[src/rtl/skid_fifo.sv]
// skid_fifo: DEPTH-entry elastic buffer between a memory response channel and
// a consumer. m_rsp_rdy is registered, and the producer may see it SKID cycles
// late. The threshold that drives m_rsp_rdy leaves room for those late beats.
// If BYPASS is set, an empty buffer passes the incoming beat straight to the
// head port. A beat that arrives while the buffer is full and not popping is
// dropped, and the sticky ovf flag is set.
module skid_fifo #(
    parameter int DATA_WIDTH = 32,
    parameter int DEPTH      = 4,
    parameter int SKID       = 1,
    parameter int BYPASS     = 0
) (
    input  logic                         clk,
    input  logic                         rst,
    input  logic                         flush,
    input  logic                         m_rsp_vld,
    input  logic [DATA_WIDTH-1:0]        m_rsp_data,
    output logic                         m_rsp_rdy,
    output logic                         src_vld,
    output logic [DATA_WIDTH-1:0]        src_data,
    input  logic                         src_rdy,
    output logic [$clog2(DEPTH+1)-1:0]   count,
    output logic                         ovf
);

    localparam int AW = $clog2(DEPTH);
    localparam int CW = $clog2(DEPTH + 1);
    localparam logic [CW-1:0] FULL_CNT = CW'(DEPTH);
    // m_rsp_rdy stays high only while SKID more beats would still fit.
    localparam logic [CW-1:0] RDY_MAX  = CW'(DEPTH - 1 - SKID);
    localparam bit USE_BYPASS = (BYPASS != 0);

    if (DEPTH < 2 || (DEPTH & (DEPTH - 1)) != 0) begin : g_bad_depth
        $error("skid_fifo: DEPTH must be a power of 2 and at least 2");
    end
    if (SKID < 0 || SKID >= DEPTH) begin : g_bad_skid
        $error("skid_fifo: SKID must satisfy 0 <= SKID < DEPTH");
    end

    logic [DATA_WIDTH-1:0] mem [DEPTH];
    logic [AW-1:0]         wr_ptr;
    logic [AW-1:0]         rd_ptr;
    logic [CW-1:0]         count_q;
    logic [CW-1:0]         count_next;
    logic                  ovf_q;
    logic                  rdy_q;

    logic                  empty;
    logic                  full;
    logic                  bypass_path;
    logic                  pop;
    logic                  push;
    logic                  wr_en;
    logic                  rd_en;
    logic                  drop;

    assign empty       = (count_q == '0);
    assign full        = (count_q == FULL_CNT);
    assign bypass_path = USE_BYPASS && empty;

    // Head port: bypass shows the incoming beat, otherwise the oldest entry.
    always_comb begin
        src_vld  = !empty;
        src_data = mem[rd_ptr];
        if (bypass_path) begin
            src_vld  = m_rsp_vld;
            src_data = m_rsp_data;
        end
    end

    // Handshake decode. The consumer may take a bypassed beat in the cycle it
    // arrives; that beat is then neither written nor read from storage.
    always_comb begin
        pop   = src_vld && src_rdy;
        push  = m_rsp_vld && (!full || pop);
        wr_en = push && !(bypass_path && pop);
        rd_en = pop && !bypass_path;
        drop  = m_rsp_vld && full && !pop;
    end

    // Next occupancy. It feeds both the count register and the registered ready.
    always_comb begin
        count_next = count_q;
        if (rst || flush) begin
            count_next = '0;
        end else begin
            case ({wr_en, rd_en})
                2'b10:   count_next = count_q + CW'(1);
                2'b01:   count_next = count_q - CW'(1);
                default: count_next = count_q;
            endcase
        end
    end

    // Write and read pointers plus occupancy. Reset and flush both empty the buffer.
    always_ff @(posedge clk) begin
        if (rst || flush) begin
            wr_ptr  <= '0;
            rd_ptr  <= '0;
            count_q <= '0;
        end else begin
            if (wr_en) wr_ptr <= wr_ptr + AW'(1);
            if (rd_en) rd_ptr <= rd_ptr + AW'(1);
            count_q <= count_next;
        end
    end

    // Storage write. The array has no reset; the pointers decide what is valid.
    always_ff @(posedge clk) begin
        if (wr_en && !rst && !flush) begin
            mem[wr_ptr] <= m_rsp_data;
        end
    end

    // Sticky overflow. Only rst clears it, and a beat lost to flush does not count as a drop.
    always_ff @(posedge clk) begin
        if (rst) begin
            ovf_q <= 1'b0;
        end else if (drop && !flush) begin
            ovf_q <= 1'b1;
        end
    end

    // Registered ready, computed from the occupancy the buffer will hold next cycle.
    always_ff @(posedge clk) begin
        if (rst) begin
            rdy_q <= 1'b1;
        end else begin
            rdy_q <= (count_next <= RDY_MAX);
        end
    end

    assign m_rsp_rdy = rdy_q;
    assign count     = count_q;
    assign ovf       = ovf_q;

endmodule

[config.mk]
export PLATFORM = sky130hd
export DESIGN_NAME = skid_fifo
export DESIGN_NICKNAME = d
export VERILOG_FILES = /design/src/rtl/skid_fifo.sv
export SDC_FILE = /design/constraint.sdc
export NUM_CORES = 1
export LEC_CHECK = 0
export BUFFER_PORTS_ARGS = -buffer_cell sky130_fd_sc_hd__buf_2
export CORE_MARGIN = 1
export CORE_UTILIZATION = 56
export CTS_CLUSTER_DIAMETER = 60
export DETAILED_ROUTE_END_ITERATION = 10
export GPL_TIMING_DRIVEN = 0
export PLACE_DENSITY = 0.78
export SETUP_SLACK_MARGIN = 0.3
export SLEW_MARGIN = 20
export SYNTH_ARGS = -nofsm -noshare
export SYNTH_HDL_FRONTEND = slang
export SYNTH_SLANG_ARGS = --single-unit
[constraint.sdc]
create_clock -name clk -period 2.9 [get_ports clk]
set_input_delay 0.58 -clock clk [delete_from_list [all_inputs] [get_ports clk]]
set_output_delay 0.58 -clock clk [all_outputs]
set_load 0.05 [all_outputs]
==> results of run 1 <==
-- kinds of logic after synthesis --
group                    Yosys count  share of synthesized area, %
AO/OA/AOI/OAI                     10                          1.68
buffers and inverters             12                          1.01
multiplexers                      34                          14.2
XOR/XNOR                           5                         0.841
flip-flops                       139                          78.1
AND/OR/NAND/NOR                   27                          2.81
adder cells (fa/ha/maj)            5                          1.35
-- synthesized netlist by cell type --
cell type,count,area [µm²]
edfxtp_1,128,3840
mux4_2,32,721
dfxtp_1,11,220
nor2_1,11,41.3
and2_1,5,31.3
clkbuf_1,4,15.0
ha_1,4,50.1
buf_2,3,15.0
inv_1,3,11.3
nand2_1,3,11.3
xnor2_1,3,26.3
a21oi_1,2,10.0
mux2i_1,2,20.0
o21ai_0,2,10.0
xor2_1,2,17.5
a211oi_2,1,12.5
a21o_1,1,7.51
a32o_1,1,10.0
buf_1,1,3.75
buf_4,1,7.51
fa_1,1,20.0
nand2b_1,1,6.26
nand3_1,1,5.00
nand3b_1,1,7.51
nor2b_4,1,13.8
nor4b_1,1,8.76
o211a_1,1,10.0
o21bai_2,1,11.3
o41ai_2,1,16.3
or2_2,1,6.26
or3_1,1,6.26
or3b_1,1,8.76
-- final cells by class --
cell class                      instances  area (µm²)
Clock buffer                           18         418
Timing Repair Buffer                   77         478
Tap cell                              108         135
Sequential cell                       139        4070
Clock inverter                         14         160
Fill cell                             523        2390
Inverter                                3        11.3
Buffer                                  9        93.8
Multi-Input combinational cell         81        1100
-- power breakdown --
group	switching [mW]	total [mW]	internal (mW)	leakage, nW
Sequential	0.00996	2.22	2.21	1.25
Clock	0.827	2.07	1.24	0.276
Combinational	0.150	0.229	0.0791	0.710
Total	0.987	4.52	3.53	2.23
-- final timing paths --
| path | start | end | slack (ps) | cells after the start |
|---|---|---|---|---|
| worst max-delay path | flop | src_data[23] | 390 | 4 |
| worst min-delay path | rst | ovf | 240 | 2 |
| worst max register to register | count[0] | count[2] | 460 | 8 |
| worst min register to register | ovf | ovf | 460 | 2 |
-- critical path, cell delays in order, from the launching register on --
cell and delay (ps):
dfxtp_1 320, buf_4 190, buf_12 170, mux4_2 520
clkbuf_4 230
-- flip-flops by register name (all words and copies together), names as in the netlist, named ones only --
register / count
count: 3
m_rsp_rdy: 1
mem: 128
ovf: 1
rd_ptr: 2
wr_ptr: 2
-- metal layers --
metal / vias to the layer above / wire, µm
met5: - / 0
met2: 97 / 4920
li1: 1150 / -
met1: 1290 / 3820
met3: 10 / 487
met4: 0 / 139
==> reports/qor.txt, run 1 <==
RSZ-0062 raised after global routing: false
Setup Buffers After CTS: 0
CTS Buffer Depth: 2
dpl cells: 417
Routed WL per cell: 20.9 µm
CTS sink count: 139
largest net degree at the start of global routing: 27
final worst-path cycle share: 86.6%
Clock Latency Late Sink: 500 ps
cell row count: 34
vias per cell: 5.67
WS Path Type: reg2out
grt total ovfl: 0
ANT nets after route: 0
status: finished, violations left
Iter 0 DRT Violations: 230
design area: 0.00646 mm²
worst rel slew slack: 61.0%
Ys Warns: 0
CP endpoint kind: output port
met2 usage: 35.1%
Worst-Margin Slew: 579 ps
Unique masters post-synth: 32
sequential cell area fraction in the yosys report: 78.1%
CP Data Arrival Time: 1930 ps
Final Critical Period: 2510 ps
most frequent cells in the layout: 128 x edfxtp_1, 70 x buf_2, 32 x mux4_2, 16 x clkbuf_16, 11 x nor2_1
GRT busiest layer: met2
failing checks: DRC
peak supply drop: 0.000484 V
area of the core: 0.00885 mm²
Die X: 98.4 µm
Clock Tree Root: clkbuf_8
Inserted Diodes: 0
gpl congestion: 0.717
WHS: 238 ps
Post-CTS Resized: 14
# Max-Cap Violations: 0
Fin Clk Skew: 9.63 ps
overall via count from detail_route: 2547
Detailed Place HPWL: 5480 µm
gr usage total: 21.2%
# H-tree levels: 4
CP required: 2320 ps
Yosys reg bits: 139
share of cells above drive strength 1: 46.9%
met1 usage: 26.5%
Hold-fix buffers, CTS: 0
M3 GR Usage: 5.74%
initial antenna violation count: 0
DR pass1 iterations: 10
type of origin of the critical path: flop
nets: 370
cell count after synthesis: 232
clk slew on worst S/H paths: 60 ps
number of global-route vias before repair: 2647
final core occ: 73.0%
first-pass GRT wire length: 14400 µm
wirelength, routed: 9370 µm
Pwr Total: 4.52 mW
CTS tree: yes
critical-path maximum fanout: 10
Post-Syn Area: 0.00520 mm²
most common cell after layout, fill and taps aside: edfxtp_1
dpl cell area: 0.00582 mm²
IO Port Bufs: 73
fin. max-slew vios: 0
number of buffers created by CTS: 17
worst slack, placed: 435 ps
setup violators final: 0
Setup TNS: 0 ps
LEAKAGE: 2.23 nW
Non-Filler Instances: 449
synthesis-to-finish area growth: 24.2%
drt drc: 5
Hold Crit Class: in2reg
Die Y: 98.4 µm
syn_area_per_cell: 22.4 µm²
Fmax: 0.398 GHz
Ports: 75
setup ws final: 389 ps
syn nets: 274
pwr dens: 699 mW/mm²
Die ar.: 0.00968 mm²
Fin. Hold Viols: 0
Starting Density: 58.8%
No activity file was read; power rests on OpenSTA's default activity.
==> run 2: changes to the inputs <==
--- a/config.mk
+++ b/config.mk
@@ -5,7 +5,7 @@
 export SDC_FILE = /design/constraint.sdc
 export NUM_CORES = 1
 export LEC_CHECK = 0
-export BUFFER_PORTS_ARGS = -buffer_cell sky130_fd_sc_hd__buf_2
+export BUFFER_PORTS_ARGS = -buffer_cell sky130_fd_sc_hd__buf_4
 export CORE_MARGIN = 1
 export CORE_UTILIZATION = 56
 export CTS_CLUSTER_DIAMETER = 60
==> run 2 against run 1 <==
The flow still finishes with violations (DRC). Sequential cell count unchanged. Wire length decreased by 0.71%. Clock skew rose by 1.5 ps. Via count rose by 0.27%. Critical path depth did not move. Non-clock buffer count unchanged. Final cell count down 0.45%. Clock-buffer cell count stayed put. First-iteration DRC count down 21%. Register-to-register slack got worse by 20 ps. Design area increased by 3.1%. Clock power increased by 8%. Largest cell class unchanged. Highest routed layer unchanged.
==> reports/qor.txt, run 2 (synthesis results as in run 1) <==
nets: 370 (unchanged)
vias per cell: 5.71 (+0.72%)
Hold Crit Class: in2reg
clk slew on worst S/H paths: 60 ps (about the same)
gr usage total: 21.3% (+0.16 points)
fin. max-slew vios: 0 (unchanged)
critical-path maximum fanout: 10 (unchanged)
worst rel slew slack: 64.9% (+3.9 points)
Hold-fix buffers, CTS: 0 (unchanged)
CP endpoint kind: output port
Fin Clk Skew: 11.2 ps (+1.54 ps)
Fin. Hold Viols: 0 (unchanged)
gpl congestion: 0.790 (+10%)
Die Y: 98.4 µm (unchanged)
Setup Buffers After CTS: 0 (unchanged)
# H-tree levels: 4 (unchanged)
CTS tree: yes
overall via count from detail_route: 2554 (+0.27%)
cells along the critical path: buf_6 > buf_12 > mux4_2 > buf_4
Die ar.: 0.00968 mm² (unchanged)
largest reg by FF count: mem
final core occ: 75.3% (+2.3 points)
Clock Latency Late Sink: 500 ps (about the same)
CP required: 2320 ps (about the same)
Largest register FFs: 128 (unchanged)
LEAKAGE: 2.30 nW (+2.9%)
WS Path Type: reg2out
Iter 0 DRT Violations: 181 (-21%)
Final Critical Period: 2520 ps (+8.49 ps)
Setup TNS: 0 ps (unchanged)
CTS sink count: 139 (unchanged)
Die X: 98.4 µm (unchanged)
largest net degree at the start of global routing: 28 (+3.7%)
final worst-path cycle share: 86.9% (+0.29 points)
Pwr Total: 4.72 mW (+4.4%)
Starting Density: 58.8% (unchanged)
Routed WL per cell: 20.8 µm (-0.27%)
setup violators final: 0 (unchanged)
first-pass GRT wire length: 14700 µm (+2.2%)
DR pass1 iterations: 7 (-3)
ANT nets after route: 0 (unchanged)
delay of the slowest critical-path stage: 530 ps (about the same)
Fill cells: 484 (-7.5%)
grt total ovfl: 0 (unchanged)
CTS Buffer Depth: 2 (unchanged)
failing checks: DRC
Hold Path Origin: rst
type of origin of the critical path: flop
drt drc: 6 (+1)
Detailed Place HPWL: 5510 µm (+0.53%)
number of global-route vias before repair: 2776 (+4.9%)
most common cell after layout, fill and taps aside: edfxtp_1
IO Port Bufs: 73 (unchanged)
wirelength, routed: 9310 µm (-0.71%)
pwr dens: 708 mW/mm² (+1.3%)
Clock Tree Root: clkbuf_8
# Max-Cap Violations: 0 (unchanged)
delay-heaviest family, CP: buffers and inverters
area of the core: 0.00885 mm² (unchanged)
register area: 0.00407 mm² (unchanged)
share of cells above drive strength 1: 46.6% (-0.31 points)
cell row count: 34 (unchanged)
Multi-input gate area: 0.00110 mm² (unchanged)
Critical R2R Launch: count[0]
Worst-Margin Slew: 527 ps (-52.5 ps)
WP buf/inv: 3 (unchanged)
peak supply drop: 0.000379 V (-22%)
status: finished, violations left
Fmax: 0.397 GHz (-0.34%)
number of buffers created by CTS: 17 (unchanged)
RSZ-0062 raised after global routing: false
initial antenna violation count: 0 (unchanged)
Inserted Diodes: 0 (unchanged)
most frequent cells in the layout: 128 x edfxtp_1, 74 x buf_4, 32 x mux4_2, 16 x clkbuf_16, 11 x nor2_1
synthesis-to-finish area growth: 28.0%
Slowest cell on crit path: mux4_2
CP Data Arrival Time: 1940 ps (about the same)
Ports: 75 (unchanged)
-- run 2: changes by cell type in the layout (fill, tap and decap cells not counted), sizes merged --
cell,previous run,this run
clkinv,5,4
buf,81,83
clkinvlp,2,3
bufinv,2,5
clkbuf,23,21
inv,8,3
-- run 2: final timing paths --
check                                   end  slack, ps  cells after the start
worst min register to register          ovf        490                      2
worst max-delay path            src_data[8]        380                      4
worst min-delay path                    ovf        230                      2
worst max register to register     count[2]        440                      8
-- run 2: metrics by stage --
stage / setup slack [ps] / area (µm²) / cells / hold WS (ps)
5_1_grt: 289 / 6660 / 447 / 214
3_5_place_dp: 429 / 5990 / 417 / 479
6_report: 380 / 6660 / 447 / 234
2_1_floorplan: 370 / 5210 / 232 / 485
4_1_cts: 303 / 6640 / 447 / 210
3_3_place_gp: -300 / 5900 / 413 / 460
-- run 2: metal layers --
metal	up-vias	GRT usage (%)	routed length, µm
met3	14	6.03	454
met5	-	0	0
met2	87	34.4	4790
li1	1151	-	-
met1	1302	27.3	3860
met4	0	9.99	202
-- run 2: layout make-up --
type / instances / share of cell area (%)
plain buffers: 9 / 1.46
clock buffers: 18 / 6.27
clock inverters: 12 / 2.99
inverters: 3 / 0.169
multi-input cells: 81 / 16.5
flip-flops and latches: 139 / 61.1
well taps: 108 / 2.03
repair buffers: 77 / 9.54
-- run 2: power breakdown --
part / total, mW / switching, mW / internal [mW]
Sequential: 2.22 / 0.00978 / 2.21
Combinational: 0.256 / 0.152 / 0.104
Clock: 2.24 / 0.769 / 1.47
-- run 2: worst reg2reg max path, cell delays in order, from the launching register on --
cell and delay, ps:
dfxtp_2 380, or3_4 420, nand2_1 120, nor2_1 70, fa_1 410, or3b_1 390
a32o_1 260, a21o_1 170, nor2b_4 120
-- run 2: timing repair --
item,CTS,global route
cloned,0,0
gates resized for setup,13,6
setup endpoints to repair,30,30
